<file path="src/rtl/red_pitaya_pll_rst_seq_if.sv">
`default_nettype none
// ============================================================================
// Module : red_pitaya_pll_rst_seq_if
// Brief  : PLL-facing and status signals of the PLL reset sequencer.
//          Macro PLL_RST_SEQ_LOSS_CNT_EN adds lock_loss_cnt_o.
// Rev    : 1.0
// ============================================================================
interface red_pitaya_pll_rst_seq_if;
   logic       pll_locked_i;
   logic       retry_i;
   logic       pll_rstn_o;
   logic       sys_rstn_o;
   logic [2:0] state_o;
   logic [7:0] retry_cnt_o;
   logic       fail_o;
`ifdef PLL_RST_SEQ_LOSS_CNT_EN
   logic [15:0] lock_loss_cnt_o;

   modport slave  (input  pll_locked_i, retry_i,
                   output pll_rstn_o, sys_rstn_o, state_o, retry_cnt_o, fail_o, lock_loss_cnt_o);
   modport master (output pll_locked_i, retry_i,
                   input  pll_rstn_o, sys_rstn_o, state_o, retry_cnt_o, fail_o, lock_loss_cnt_o);
`else
   modport slave  (input  pll_locked_i, retry_i,
                   output pll_rstn_o, sys_rstn_o, state_o, retry_cnt_o, fail_o);
   modport master (output pll_locked_i, retry_i,
                   input  pll_rstn_o, sys_rstn_o, state_o, retry_cnt_o, fail_o);
`endif
endinterface
`default_nettype wire

</file>
<file path="src/rtl/red_pitaya_pll_rst_seq.sv">
`default_nettype none
// ============================================================================
// Module : red_pitaya_pll_rst_seq
// Brief  : PLL reset / lock-qualification sequencer on the PLL reference clock.
//          Macro PLL_RST_SEQ_LOSS_CNT_EN enables the lock-loss counter.
// Rev    : 1.0
// ============================================================================
module red_pitaya_pll_rst_seq #(
   parameter int unsigned PLL_RST_CYC  = 16,
   parameter int unsigned LOCK_TMO_CYC = 65536,
   parameter int unsigned LOCK_STB_CYC = 1024,
   parameter int unsigned MAX_RETRY    = 4,
   parameter int unsigned CNT_W        = 17
) (
   input wire                       clk,
   input wire                       rstn,
   red_pitaya_pll_rst_seq_if.slave  pll_if
);

   localparam logic [2:0] c_st_pll_rst   = 3'd0;
   localparam logic [2:0] c_st_wait_lock = 3'd1;
   localparam logic [2:0] c_st_stable    = 3'd2;
   localparam logic [2:0] c_st_run       = 3'd3;
   localparam logic [2:0] c_st_fail      = 3'd4;

   localparam logic [CNT_W-1:0] c_rst_lim = CNT_W'(PLL_RST_CYC - 1);
   localparam logic [CNT_W-1:0] c_tmo_lim = CNT_W'(LOCK_TMO_CYC - 1);
   localparam logic [CNT_W-1:0] c_stb_lim = CNT_W'(LOCK_STB_CYC - 1);

   logic             sync1_q, sync1_d;
   logic             lock_s_q, lock_s_d;
   logic [2:0]       state_q, state_d;
   logic [CNT_W-1:0] cnt_q, cnt_d;
   logic [7:0]       retry_cnt_q, retry_cnt_d;
   logic [7:0]       retry_inc;
   logic             pll_rstn_q, pll_rstn_d;
   logic             sys_rstn_q, sys_rstn_d;
   logic             fail_q, fail_d;

   always_comb begin
      sync1_d     = pll_if.pll_locked_i;
      lock_s_d    = sync1_q;
      retry_inc   = (retry_cnt_q == 8'hFF) ? 8'hFF : retry_cnt_q + 8'd1;
      state_d     = state_q;
      cnt_d       = cnt_q;
      retry_cnt_d = retry_cnt_q;

      if (pll_if.retry_i) begin
         state_d     = c_st_pll_rst;
         cnt_d       = '0;
         retry_cnt_d = '0;
      end else begin
         case (state_q)
            c_st_pll_rst: begin
               if (cnt_q >= c_rst_lim) begin
                  state_d = c_st_wait_lock;
                  cnt_d   = '0;
               end else begin
                  cnt_d = cnt_q + 1'b1;
               end
            end
            c_st_wait_lock: begin
               // Lock is tested first so a coincident timeout loses to it.
               if (lock_s_q) begin
                  state_d = c_st_stable;
                  cnt_d   = '0;
               end else if (cnt_q >= c_tmo_lim) begin
                  retry_cnt_d = retry_inc;
                  cnt_d       = '0;
                  state_d     = (MAX_RETRY != 0 && 32'(retry_inc) >= MAX_RETRY)
                                ? c_st_fail : c_st_pll_rst;
               end else begin
                  cnt_d = cnt_q + 1'b1;
               end
            end
            c_st_stable: begin
               if (!lock_s_q) begin
                  state_d = c_st_wait_lock;
                  cnt_d   = '0;
               end else if (cnt_q >= c_stb_lim) begin
                  state_d     = c_st_run;
                  cnt_d       = '0;
                  retry_cnt_d = '0;
               end else begin
                  cnt_d = cnt_q + 1'b1;
               end
            end
            c_st_run: begin
               if (!lock_s_q) begin
                  state_d     = c_st_pll_rst;
                  retry_cnt_d = retry_inc;
               end
            end
            c_st_fail: begin
               state_d = c_st_fail;
            end
            default: begin
               state_d = c_st_pll_rst;
               cnt_d   = '0;
            end
         endcase
      end

      // Outputs are decoded from the next state so they change with it.
      pll_rstn_d = (state_d == c_st_wait_lock) || (state_d == c_st_stable) ||
                   (state_d == c_st_run);
      sys_rstn_d = (state_d == c_st_run);
      fail_d     = (state_d == c_st_fail);
   end

   always_ff @(posedge clk or negedge rstn) begin
      if (!rstn) begin
         sync1_q     <= 1'b0;
         lock_s_q    <= 1'b0;
         state_q     <= c_st_pll_rst;
         cnt_q       <= '0;
         retry_cnt_q <= '0;
         pll_rstn_q  <= 1'b0;
         sys_rstn_q  <= 1'b0;
         fail_q      <= 1'b0;
      end else begin
         sync1_q     <= sync1_d;
         lock_s_q    <= lock_s_d;
         state_q     <= state_d;
         cnt_q       <= cnt_d;
         retry_cnt_q <= retry_cnt_d;
         pll_rstn_q  <= pll_rstn_d;
         sys_rstn_q  <= sys_rstn_d;
         fail_q      <= fail_d;
      end
   end

   assign pll_if.pll_rstn_o  = pll_rstn_q;
   assign pll_if.sys_rstn_o  = sys_rstn_q;
   assign pll_if.state_o     = state_q;
   assign pll_if.retry_cnt_o = retry_cnt_q;
   assign pll_if.fail_o      = fail_q;

`ifdef PLL_RST_SEQ_LOSS_CNT_EN
   logic [15:0] loss_cnt_q, loss_cnt_d;

   // Only rstn clears this count; a retry pulse leaves it alone.
   always_comb begin
      loss_cnt_d = loss_cnt_q;
      if (!pll_if.retry_i && state_q == c_st_run && !lock_s_q && loss_cnt_q != 16'hFFFF)
         loss_cnt_d = loss_cnt_q + 16'd1;
   end

   always_ff @(posedge clk or negedge rstn) begin
      if (!rstn)
         loss_cnt_q <= '0;
      else
         loss_cnt_q <= loss_cnt_d;
   end

   assign pll_if.lock_loss_cnt_o = loss_cnt_q;
`endif

endmodule
`default_nettype wire

</file>
<file path="src/flat_wrapper.sv">
// flat-port wrapper written by rule: the top's interface ports become plain ports
module red_pitaya_pll_rst_seq_flat 
#(
   parameter int unsigned PLL_RST_CYC  = 16,
   parameter int unsigned LOCK_TMO_CYC = 65536,
   parameter int unsigned LOCK_STB_CYC = 1024,
   parameter int unsigned MAX_RETRY    = 4,
   parameter int unsigned CNT_W        = 17
)
  (clk, rstn, pll_if_pll_locked_i, pll_if_retry_i, pll_if_pll_rstn_o, pll_if_sys_rstn_o, pll_if_state_o, pll_if_retry_cnt_o, pll_if_fail_o);
  red_pitaya_pll_rst_seq_if pll_if_i ();
  input wire clk;
  input wire rstn;
  input wire logic [$bits(pll_if_i.pll_locked_i)-1:0] pll_if_pll_locked_i;
  input wire logic [$bits(pll_if_i.retry_i)-1:0] pll_if_retry_i;
  output wire logic [$bits(pll_if_i.pll_rstn_o)-1:0] pll_if_pll_rstn_o;
  output wire logic [$bits(pll_if_i.sys_rstn_o)-1:0] pll_if_sys_rstn_o;
  output wire logic [$bits(pll_if_i.state_o)-1:0] pll_if_state_o;
  output wire logic [$bits(pll_if_i.retry_cnt_o)-1:0] pll_if_retry_cnt_o;
  output wire logic [$bits(pll_if_i.fail_o)-1:0] pll_if_fail_o;
  assign pll_if_i.pll_locked_i = pll_if_pll_locked_i;
  assign pll_if_i.retry_i = pll_if_retry_i;
  assign pll_if_pll_rstn_o = pll_if_i.pll_rstn_o;
  assign pll_if_sys_rstn_o = pll_if_i.sys_rstn_o;
  assign pll_if_state_o = pll_if_i.state_o;
  assign pll_if_retry_cnt_o = pll_if_i.retry_cnt_o;
  assign pll_if_fail_o = pll_if_i.fail_o;
  red_pitaya_pll_rst_seq #(.PLL_RST_CYC(PLL_RST_CYC), .LOCK_TMO_CYC(LOCK_TMO_CYC), .LOCK_STB_CYC(LOCK_STB_CYC), .MAX_RETRY(MAX_RETRY), .CNT_W(CNT_W)) u_core (.clk(clk), .rstn(rstn), .pll_if(pll_if_i));
endmodule
</file>
<file path="config.mk">
export PLATFORM = sky130hd
export DESIGN_NAME = red_pitaya_pll_rst_seq_flat
export DESIGN_NICKNAME = d
export VERILOG_FILES = /design/src/rtl/red_pitaya_pll_rst_seq_if.sv /design/src/rtl/red_pitaya_pll_rst_seq.sv /design/src/flat_wrapper.sv
export SDC_FILE = /design/constraint.sdc
export NUM_CORES = 1
export LEC_CHECK = 0
export ABC_CLOCK_PERIOD_IN_PS = 3500
export CORE_UTILIZATION = 45
export DETAILED_ROUTE_END_ITERATION = 10
export PLACE_DENSITY_LB_ADDON = 0.2
export SLEW_MARGIN = 20
export SYNTH_ARGS = -nofsm -noshare
export SYNTH_HDL_FRONTEND = slang
export SYNTH_SLANG_ARGS = --single-unit
</file>
<file path="constraint.sdc">
create_clock -name clk -period 3.5 [get_ports clk]
set_clock_uncertainty 0.2 [all_clocks]
set_input_delay 1.05 -clock clk [delete_from_list [all_inputs] [get_ports clk]]
set_output_delay 1.05 -clock clk [all_outputs]
set_load 0.1 [all_outputs]
</file>
# Word-level counts from Yosys, hierarchy flattened

Index checks and enable logic that the tools add are counted.

Reductions and logical operators: 6
Add/sub/neg operators: 2
Mux-type cells: 24
Magnitude comparators: 4
Eq/ne operators: 15

Operator list:

| cell                                                                    | count |
|---|---|
| 17-bit two-way mux                                                      | 6 |
| 17-bit one-hot mux with 4 select lines                                  | 1 |
| 8-bit two-way mux                                                       | 7 |
| 3-bit two-way mux                                                       | 8 |
| 8-bit one-hot mux with 3 select lines                                   | 1 |
| 17-bit by 1-bit adder with 17-bit output, second input constant         | 1 |
| 17-bit by 10-bit >= comparator with 1-bit output, second input constant | 1 |
| 17-bit by 16-bit >= comparator with 1-bit output, second input constant | 1 |
| 17-bit by 4-bit >= comparator with 1-bit output, second input constant  | 1 |
| 3-bit one-hot mux with 5 select lines                                   | 1 |
| 3-bit by 2-bit == test with 1-bit output, second input constant         | 4 |
| 3-bit by 2-bit != test with 1-bit output, second input constant         | 3 |
| 8-bit by 1-bit adder with 8-bit output, second input constant           | 1 |
| 8-bit == test, second input constant                                    | 1 |
| 8-bit by 3-bit >= comparator with 1-bit output, second input constant   | 1 |
| 3-bit by 1-bit == test with 1-bit output, second input constant         | 2 |
| 3-bit == test, second input constant                                    | 2 |
| 3-bit != test, second input constant                                    | 2 |
| 6-bit AND reduction                                                     | 1 |
| 4-bit nonzero test                                                      | 1 |
| 3-bit logical NOT                                                       | 1 |
| 1-bit logical OR                                                        | 2 |
| 2-bit by 1-bit != test with 1-bit output, second input constant         | 1 |
| 2-bit OR reduction                                                      | 1 |

Input port bits: 4
Register bits after elaboration: 33
Output and inout bits: 14
Logic and storage cells: 59

# Longest topological paths before layout

Gate-level depths: netlist of the first run.

Depth after elaboration: 11
Gate-level depth with buffers: 14
Mapped depth without buffers: 12

# Worst setup path after synthesis of the first run

No wires, ideal clock.

Path type: flip-flop to flip-flop
From: register u_core.cnt_q[4]
To: register u_core.cnt_q[14]
Cell stages (with the launch flop): 14
Required time: 3.176 ns
Path buffers: 1
Clock period less this slack: 2.794 ns
Arrival time: 2.470 ns
Slack: 0.706 ns
Setup time: 0.124 ns
Cell sequence: dfrtp_1 > buf_2 > nand4_4 > nor2_1 > nand3_1 > or2_2 > nor2_1 > ha_1 > nor2_1 > nand2_1 > a41oi_2 > o31a_1 > and3_1 > a211o_1

Cells in the longest elaborated chain, start to end: 5

Ends and longest elaborated chain:

| item                                                             | line                                                                                     | text |
|---|---|---|
| start, declared                                                  | red_pitaya_pll_rst_seq.sv:33                                                             | `logic [CNT_W-1:0] cnt_q, cnt_d;` |
| start signal, assigned                                           | red_pitaya_pll_rst_seq.sv:125                                                            | `cnt_q <= cnt_d;` |
| 17-bit by 1-bit adder with 17-bit output (tied with other cells) | red_pitaya_pll_rst_seq.sv:59, red_pitaya_pll_rst_seq.sv:73, red_pitaya_pll_rst_seq.sv:85 |  |
| 17-bit two-way mux, on equally long branches                     | red_pitaya_pll_rst_seq.sv:80, red_pitaya_pll_rst_seq.sv:67                               |  |
| 17-bit two-way mux, on equally long branches                     | red_pitaya_pll_rst_seq.sv:77, red_pitaya_pll_rst_seq.sv:64                               |  |
| 17-bit one-hot mux with 4 select lines (*)                       | red_pitaya_pll_rst_seq.sv:53                                                             | `case (state_q)` |
| 17-bit two-way mux (*)                                           | red_pitaya_pll_rst_seq.sv:48                                                             | `if (pll_if.retry_i) begin` |

Every way passes the cells marked *; elsewhere a longest branch is shown, timed or not.
A chain may end at the register's enable or synchronous reset.

# Worst setup path in the final report of the first run

From: register u_core.cnt_q[0]
To: register u_core.pll_rstn_q, in the netlist u_core.pll_if.pll_rstn_o

Cells in the longest elaborated chain, start to end: 8

Ends and longest elaborated chain:

| item                                                                                                                        | line                                                       | text |
|---|---|---|
| 17-bit by 10-bit >= comparator with 1-bit output / 17-bit by 16-bit >= comparator with 1-bit output (equally long branches) | red_pitaya_pll_rst_seq.sv:80, red_pitaya_pll_rst_seq.sv:67 |  |
| 3-bit two-way mux, on equally long branches                                                                                 | red_pitaya_pll_rst_seq.sv:80, red_pitaya_pll_rst_seq.sv:67 |  |
| 3-bit two-way mux, on equally long branches                                                                                 | red_pitaya_pll_rst_seq.sv:77, red_pitaya_pll_rst_seq.sv:64 |  |
| 3-bit one-hot mux with 5 select lines (*)                                                                                   | red_pitaya_pll_rst_seq.sv:53                               |  |
| 3-bit two-way mux (*)                                                                                                       | red_pitaya_pll_rst_seq.sv:48                               |  |
| 3-bit by 1-bit == test with 1-bit output / 3-bit by 2-bit == test with 1-bit output (equally long branches)                 | red_pitaya_pll_rst_seq.sv:105                              | `pll_rstn_d = (state_d == c_st_wait_lock) \|\| (state_d == c_st_stable) \|\|` |
| 1-bit logical OR                                                                                                            | red_pitaya_pll_rst_seq.sv:105                              |  |
| 1-bit logical OR (*)                                                                                                        | red_pitaya_pll_rst_seq.sv:105                              |  |
| via u_core.pll_rstn_d                                                                                                       | red_pitaya_pll_rst_seq.sv:36                               | `logic pll_rstn_q, pll_rstn_d;` |
| end signal, assigned                                                                                                        | red_pitaya_pll_rst_seq.sv:127                              | `pll_rstn_q <= pll_rstn_d;` |
| end, declared                                                                                                               | red_pitaya_pll_rst_seq.sv:36                               |  |

The timed path passes the listed nets; every way through them passes the cells marked *.

==> results of run 1 <==
==> layer usage <==
metal	share of wire, %	wire length [um]
met3	3.8	168
met2	43	1910
met5	0	0
met1	52	2310
met4	1.5	68
==> cell type report <==
type                    instances  area [um^2]
fillers                       437         2030
multi-input cells             173         1140
flip-flops and latches         33          826
repair buffers                 23          180
clock buffers                   8         80.1
well taps                      52         65.1
inverters                       2         7.51
==> sequential cells by signal (all words and copies together), names as in the netlist <==
name                       cells
u_core.cnt_q                  17
u_core.pll_if.fail_o           1
u_core.pll_if.pll_rstn_o       1
u_core.lock_s_q                1
u_core.pll_if.sys_rstn_o       1
u_core.lock_s_d                1
u_core.pll_if.retry_cnt_o      8
u_core.pll_if.state_o          3
==> stage by stage <==
step / hold WS, ns / total power (uW)
global placement: 0.132 / 436
detailed placement: 0.143 / 437
global route: 0.180 / 737
CTS: 0.157 / 712
finish: 0.155 / 704
floorplan: 0.131 / 417
==> final timing paths <==
kind / start / to / cells after the start
worst max-delay path: u_core.cnt_q[0] / u_core.pll_if.pll_rstn_o / 12
worst min-delay path: u_core.lock_s_d / u_core.lock_s_q / 0
worst max register to register: u_core.cnt_q[0] / u_core.pll_if.pll_rstn_o / 12
worst min register to register: u_core.lock_s_d / u_core.lock_s_q / 0
max in group asynchronous: rstn / u_core.pll_if.retry_cnt_o[0] / 2
min in group asynchronous: rstn / u_core.cnt_q[7] / 2
==> logic make-up (layout without fill, tap and decap cells) <==
kind of cell    Yosys count  count (layout)  synth area share (%)
buf+inv                  11              33                  2.85
compound gates           68              68                  25.5
simple gates             99              99                  27.6
xor+xnor                  1               1                 0.433
flops                    33              33                  40.8
fa+ha+maj                 3               3                  1.86
mux                       2               2                 0.990
==> cell usage after synthesis (5+ instances only) <==
library cell,number,area (um^2)
a21o_1,10,75.1
a21oi_1,11,55.1
a31oi_1,5,31.3
dfrtp_1,33,826
nand2_1,21,78.8
nand3_1,9,45.0
nor2_1,21,78.8
nor3_1,9,45.0
nor4_1,6,37.5
o21ai_0,7,35.0
==> layout by cell type, fill, tap and decap left out, types with 2 or more instances in the layout <==
master	instances
a41o_1	2
a211oi_2	4
and3_1	4
a31oi_1	5
a22o_1	2
nor3b_1	3
o21ai_1	4
o22ai_1	2
buf_4	20
dfrtp_1	33
a21o_1	10
o31ai_1	2
nand4_1	3
mux2i_1	2
nor3_1	9
or2_2	3
nor2b_1	3
nand2_1	21
clkbuf_1	3
nor4b_1	3
a211oi_1	4
clkbuf_8	5
a21oi_1	11
clkdlybuf4s50_1	3
nand2b_1	4
o21ai_0	7
nor4_2	3
or3_1	2
nand3_1	9
ha_1	3
inv_1	2
o21a_1	3
nor2_1	21
o211ai_1	2
nor4_1	6
==> power groups by stage <==
| stage | Clock, uW | Sequential [uW] | Combinational [uW] |
|---|---|---|---|
| detailed placement | 0 | 399 | 38.0 |
| global route | 302 | 393 | 42.0 |
| floorplan | 0 | 398 | 19.4 |
| CTS | 282 | 392 | 38.1 |
| global placement | 0 | 399 | 37.5 |
| finish | 275 | 392 | 37.1 |
==> flow_summary_export.csv, run 1 <==
group,metric,value,unit
timing,fin_ws,0.395,ns
worst_hold_path,hold_class,"reg2reg",
layout,post-route-util,53.2,%
critical_path,end_kind,"flop",
synthesis,avgSynthCellArea,9.32,um^2
global_route,grt_usage,20.2,%
pwr,powerDensity,306,nW/um^2
critical_path,crit_required,3.44,ns
floorplan,io-pin-count,18,
routing,antenna_left,0,
synthesis,async_reset_ff_share,100,%
global_route,grt_max_degree,34,
floorplan,fp-row-count,24,
cts,cts_setup_buffers,0,
pwr,peakVddDrop,146,uV
floorplan,dieArea,4770,um^2
critical_path,ff2ff_setup_slack,0.39,ns
timing,finalHoldViolations,0,
pwr,pwr-share-comb,5.3,%
global_route,use_met1,30.3,%
global_route,top_usage_layer,"met1",
placement,gp_congestion,0.864,
synthesis,ys_warn_count,0,
global_route,grt_pass1_vias,1546,
global_route,grt_pass1_wl,7680,um
placement,port_buffers,17,
outcome,status,"finished clean",
placement,dpl_cell_area,2220,um^2
placement,dp.cells,283,
routing,remaining_drc_errors,0,
routing,vias_per_cell,6.13,
layout,drive_above_1_share,17.2,%
routing,vias,1784,
cts,post_cts_resized,0,
critical_path,crit_family,"simple AND/OR/NAND/NOR gates",
critical_path,cpPeakStageDelay,0.45,ns
layout,area_growth_syn_to_layout,13.6,%
timing,setup_viol,0,
routing,drt_iter0_drc,106,
global_route,antenna_found_initial,0,
timing,fin_crit_sh,88.7,%
floorplan,die_y,69.1,um
synthesis,ys.flop_type,"dfrtp_1",
critical_path,arrival,3.05,ns
global_route,grt-ovfl-total,0,
timing,slew_viol_final,0,
pwr,power_frac_seq,55.7,%
floorplan,start_util,46.8,%
synthesis,yosysSeqAreaShare,40.8,%
floorplan,die_w,69.1,um
cts,cts_buffer_depth,2,
routing,wire_per_inst,15.3,um
layout,design_area,2300,um^2
timing,tightest_slew,0.628,ns
synthesis,synth_seq_cells,33,
placement,dp_hpwl,3160,um
cts,htree_levels,2,
cts,cts_tree,"built",
timing,rsz0062_at_grt,"no",
pwr,power_switching,163,uW
timing,finalSetupTns,0,ns
timing,min_period,3.11,ns
timing,fmax,322,MHz
critical_path,cp_max_fo,7,
layout,antenna_cells,0,
synthesis,syn_nets,224,
pwr,p_sw_share,23.1,%
timing,maxSlewHeadroom,58.2,%
synthesis,netlist_area,2020,um^2
global_route,grt_use_met2,27.5,%
cts,clock-root-buffer,"clkbuf_8",
cts,cts_buffers,5,
critical_path,crit_path_top_delay_cell,"a2111oi_0",
critical_path,startpoint_type,"flop",
routing,drt_pass1_iterations,4,
cts,path_clk_slew,0.06,ns
critical_path,crit_buf_inv,0,
pwr,p_int,541,uW
pwr,p_clk_share,39.1,%
layout,fin_cells,291,
synthesis,synthCells,217,
layout,final_nets,245,
floorplan,fp.coreArea,4320,um^2
global_route,grt_use_met3,5.41,%
synthesis,synth_edf_count,0,
pwr,leakagePower,0.00102,uW
synthesis,synth_cell_types,51,
critical_path,path_class,"reg2reg",
cts,cts.sinks,33,
cts,hold_buffers,0,
job,cap_violations,0,
placement,place_ws,0.432,ns
cts,clk_latency,0.29,ns
critical_path,crit_chain,"ha_1 -> and3_1 -> nand3_1 -> or2_2 -> nor2_1 -> ha_1 -> nor2_1 -> nand2_1 -> a41oi_2 -> a31oi_1 -> nor3b_1 -> a2111oi_0",
routing,wl,4450,um
(Power assumes the default switching activity.)
==> run 2, diff against run 1 <==
MAX_ROUTING_LAYER = met4   (was not set)
SETUP_SLACK_MARGIN = 0.1   (was not set)
==> flow_summary_export.csv, run 2 (same netlist as run 1, synthesis figures left out) <==
group,metric,value,unit
cts,htree_levels,2,
routing,highest_layer,"met4",
layout,mostFrequentLayoutCells,"dfrtp_1 (33), nor2_1 (21), nand2_1 (21)",
critical_path,critPathCapture,"u_core.pll_if.pll_rstn_o",
global_route,grt-ovfl-total,0,
layout,largest_register_ffs,17,
routing,drt_iter0_drc,101,
critical_path,crit_required,3.44,ns
routing,vias,1790,
layout,final_nets,245,
timing,slew_viol_final,0,
timing,maxSlewHeadroom,58.4,%
cts,cts_setup_buffers,0,
layout,design_area,2300,um^2
routing,wl_met2,1890,um
cts,cts_buffer_depth,2,
routing,wl,4430,um
timing,fmax,323,MHz
floorplan,dieArea,4770,um^2
timing,setup_viol,0,
global_route,antenna_found_initial,0,
layout,multiInputGateArea,1140,um^2
cts,clock-root-buffer,"clkbuf_8",
worst_hold_path,min_from,"u_core.lock_s_d",
routing,wl_met3,204,um
placement,dp.cells,283,
job,cap_violations,0,
layout,fill_cells,437,
floorplan,die_y,69.1,um
routing,remaining_drc_errors,0,
critical_path,regToRegStartpoint,"u_core.cnt_q[0]",
layout,drive_above_1_share,17.2,%
floorplan,fp.coreArea,4320,um^2
placement,dp_hpwl,3160,um
critical_path,end_kind,"flop",
cts,cts.sinks,33,
critical_path,startpoint_type,"flop",
placement,port_buffers,17,
timing,rsz0062_at_grt,"no",
floorplan,fp-row-count,24,
outcome,status,"finished clean",
routing,antenna_left,0,
critical_path,r2r-end,"u_core.pll_if.pll_rstn_o",
cts,path_clk_slew,0.06,ns
critical_path,ff2ff_setup_slack,0.40,ns
routing,wl_met1,2280,um
critical_path,arrival,3.04,ns
floorplan,start_util,46.8,%
timing,tightest_slew,0.625,ns
layout,antenna_cells,0,
routing,vias_per_cell,6.15,
floorplan,io-pin-count,18,
pwr,peakVddDrop,146,uV
global_route,grt_pass1_vias,1541,
critical_path,critPathLaunch,"u_core.cnt_q[0]",
timing,finalSetupTns,0,ns
pwr,leakagePower,0.00102,uW
timing,hold_ws,0.155,ns
global_route,grt_max_degree,34,
layout,top_register,"u_core.cnt_q",
global_route,grt_pass1_wl,7710,um
layout,layout_commonest_cell,"dfrtp_1",
placement,dpl_cell_area,2220,um^2
critical_path,reg2reg_depth,12,
placement,gp_congestion,0.878,
routing,drt_pass1_iterations,4,
layout,area_growth_syn_to_layout,13.6,%
worst_hold_path,hold_class,"reg2reg",
timing,fin_crit_sh,88.5,%
cts,clk_latency,0.29,ns
floorplan,die_w,69.1,um
global_route,grt_usage,20.9,%
cts,cts_buffers,5,
layout,fin_cells,291,
pwr,powerDensity,306,nW/um^2
layout,post-route-util,53.2,%
cts,post_cts_resized,0,
layout,register_area,826,um^2
critical_path,path_class,"reg2reg",
timing,finalHoldViolations,0,
cts,hold_buffers,0,
cts,cts_tree,"built",
routing,wire_per_inst,15.2,um
critical_path,cp_max_fo,7,
timing,min_period,3.10,ns
[run 2: cell counts in the layout (fill, tap and decap cells not counted)]
No cell type changed its count.
[run 2: area by class of cell]
type	instances	share of cell area (%)
inverters	2	0.327
well taps	52	2.83
clock buffers	8	3.48
flip-flops and latches	33	35.9
repair buffers	23	7.84
multi-input cells	173	49.6
[run 2: power breakdown]
part | total, uW | internal, uW | switching [uW]
Sequential | 392 | 386 | 6.38
Clock | 275 | 141 | 133
Combinational | 37.1 | 14.8 | 22.3
Total | 704 | 541 | 162
[run 2: worst min-delay path by stage]
stage	endpoint	slack [ns]	cells after the start
finish	u_core.lock_s_q	0.15	0
global placement	u_core.lock_s_q	0.13	0
detailed placement	u_core.lock_s_q	0.14	0
global route	u_core.lock_s_q	0.18	0
CTS	u_core.lock_s_q	0.16	0
floorplan	u_core.lock_s_q	0.13	0
[run 2: worst max-delay path, cell delays in order (launching register included)]
cell and delay, ns:
dfrtp_1 0.44, ha_1 0.28, and3_1 0.22, nand3_1 0.13
or2_2 0.15, nor2_1 0.05, ha_1 0.16, nor2_1 0.16
nand2_1 0.09, a41oi_2 0.32, a31oi_1 0.13, nor3b_1 0.17
a2111oi_0 0.45
[run 2: through the flow]
stage / power (uW) / setup WS, ns
2_1_floorplan: 417 / 0.706
3_3_place_gp: 436 / 0.464
3_5_place_dp: 437 / 0.432
4_1_cts: 712 / 0.422
5_1_grt: 737 / 0.146
6_report: 704 / 0.402
[run 2: layer usage]
layer | vias up | global-route usage, %
li1 | 876 | -
met1 | 875 | 30.6
met2 | 33 | 27.4
met3 | 6 | 5.41
met4 | 0 | 7.48
met5 | - | -
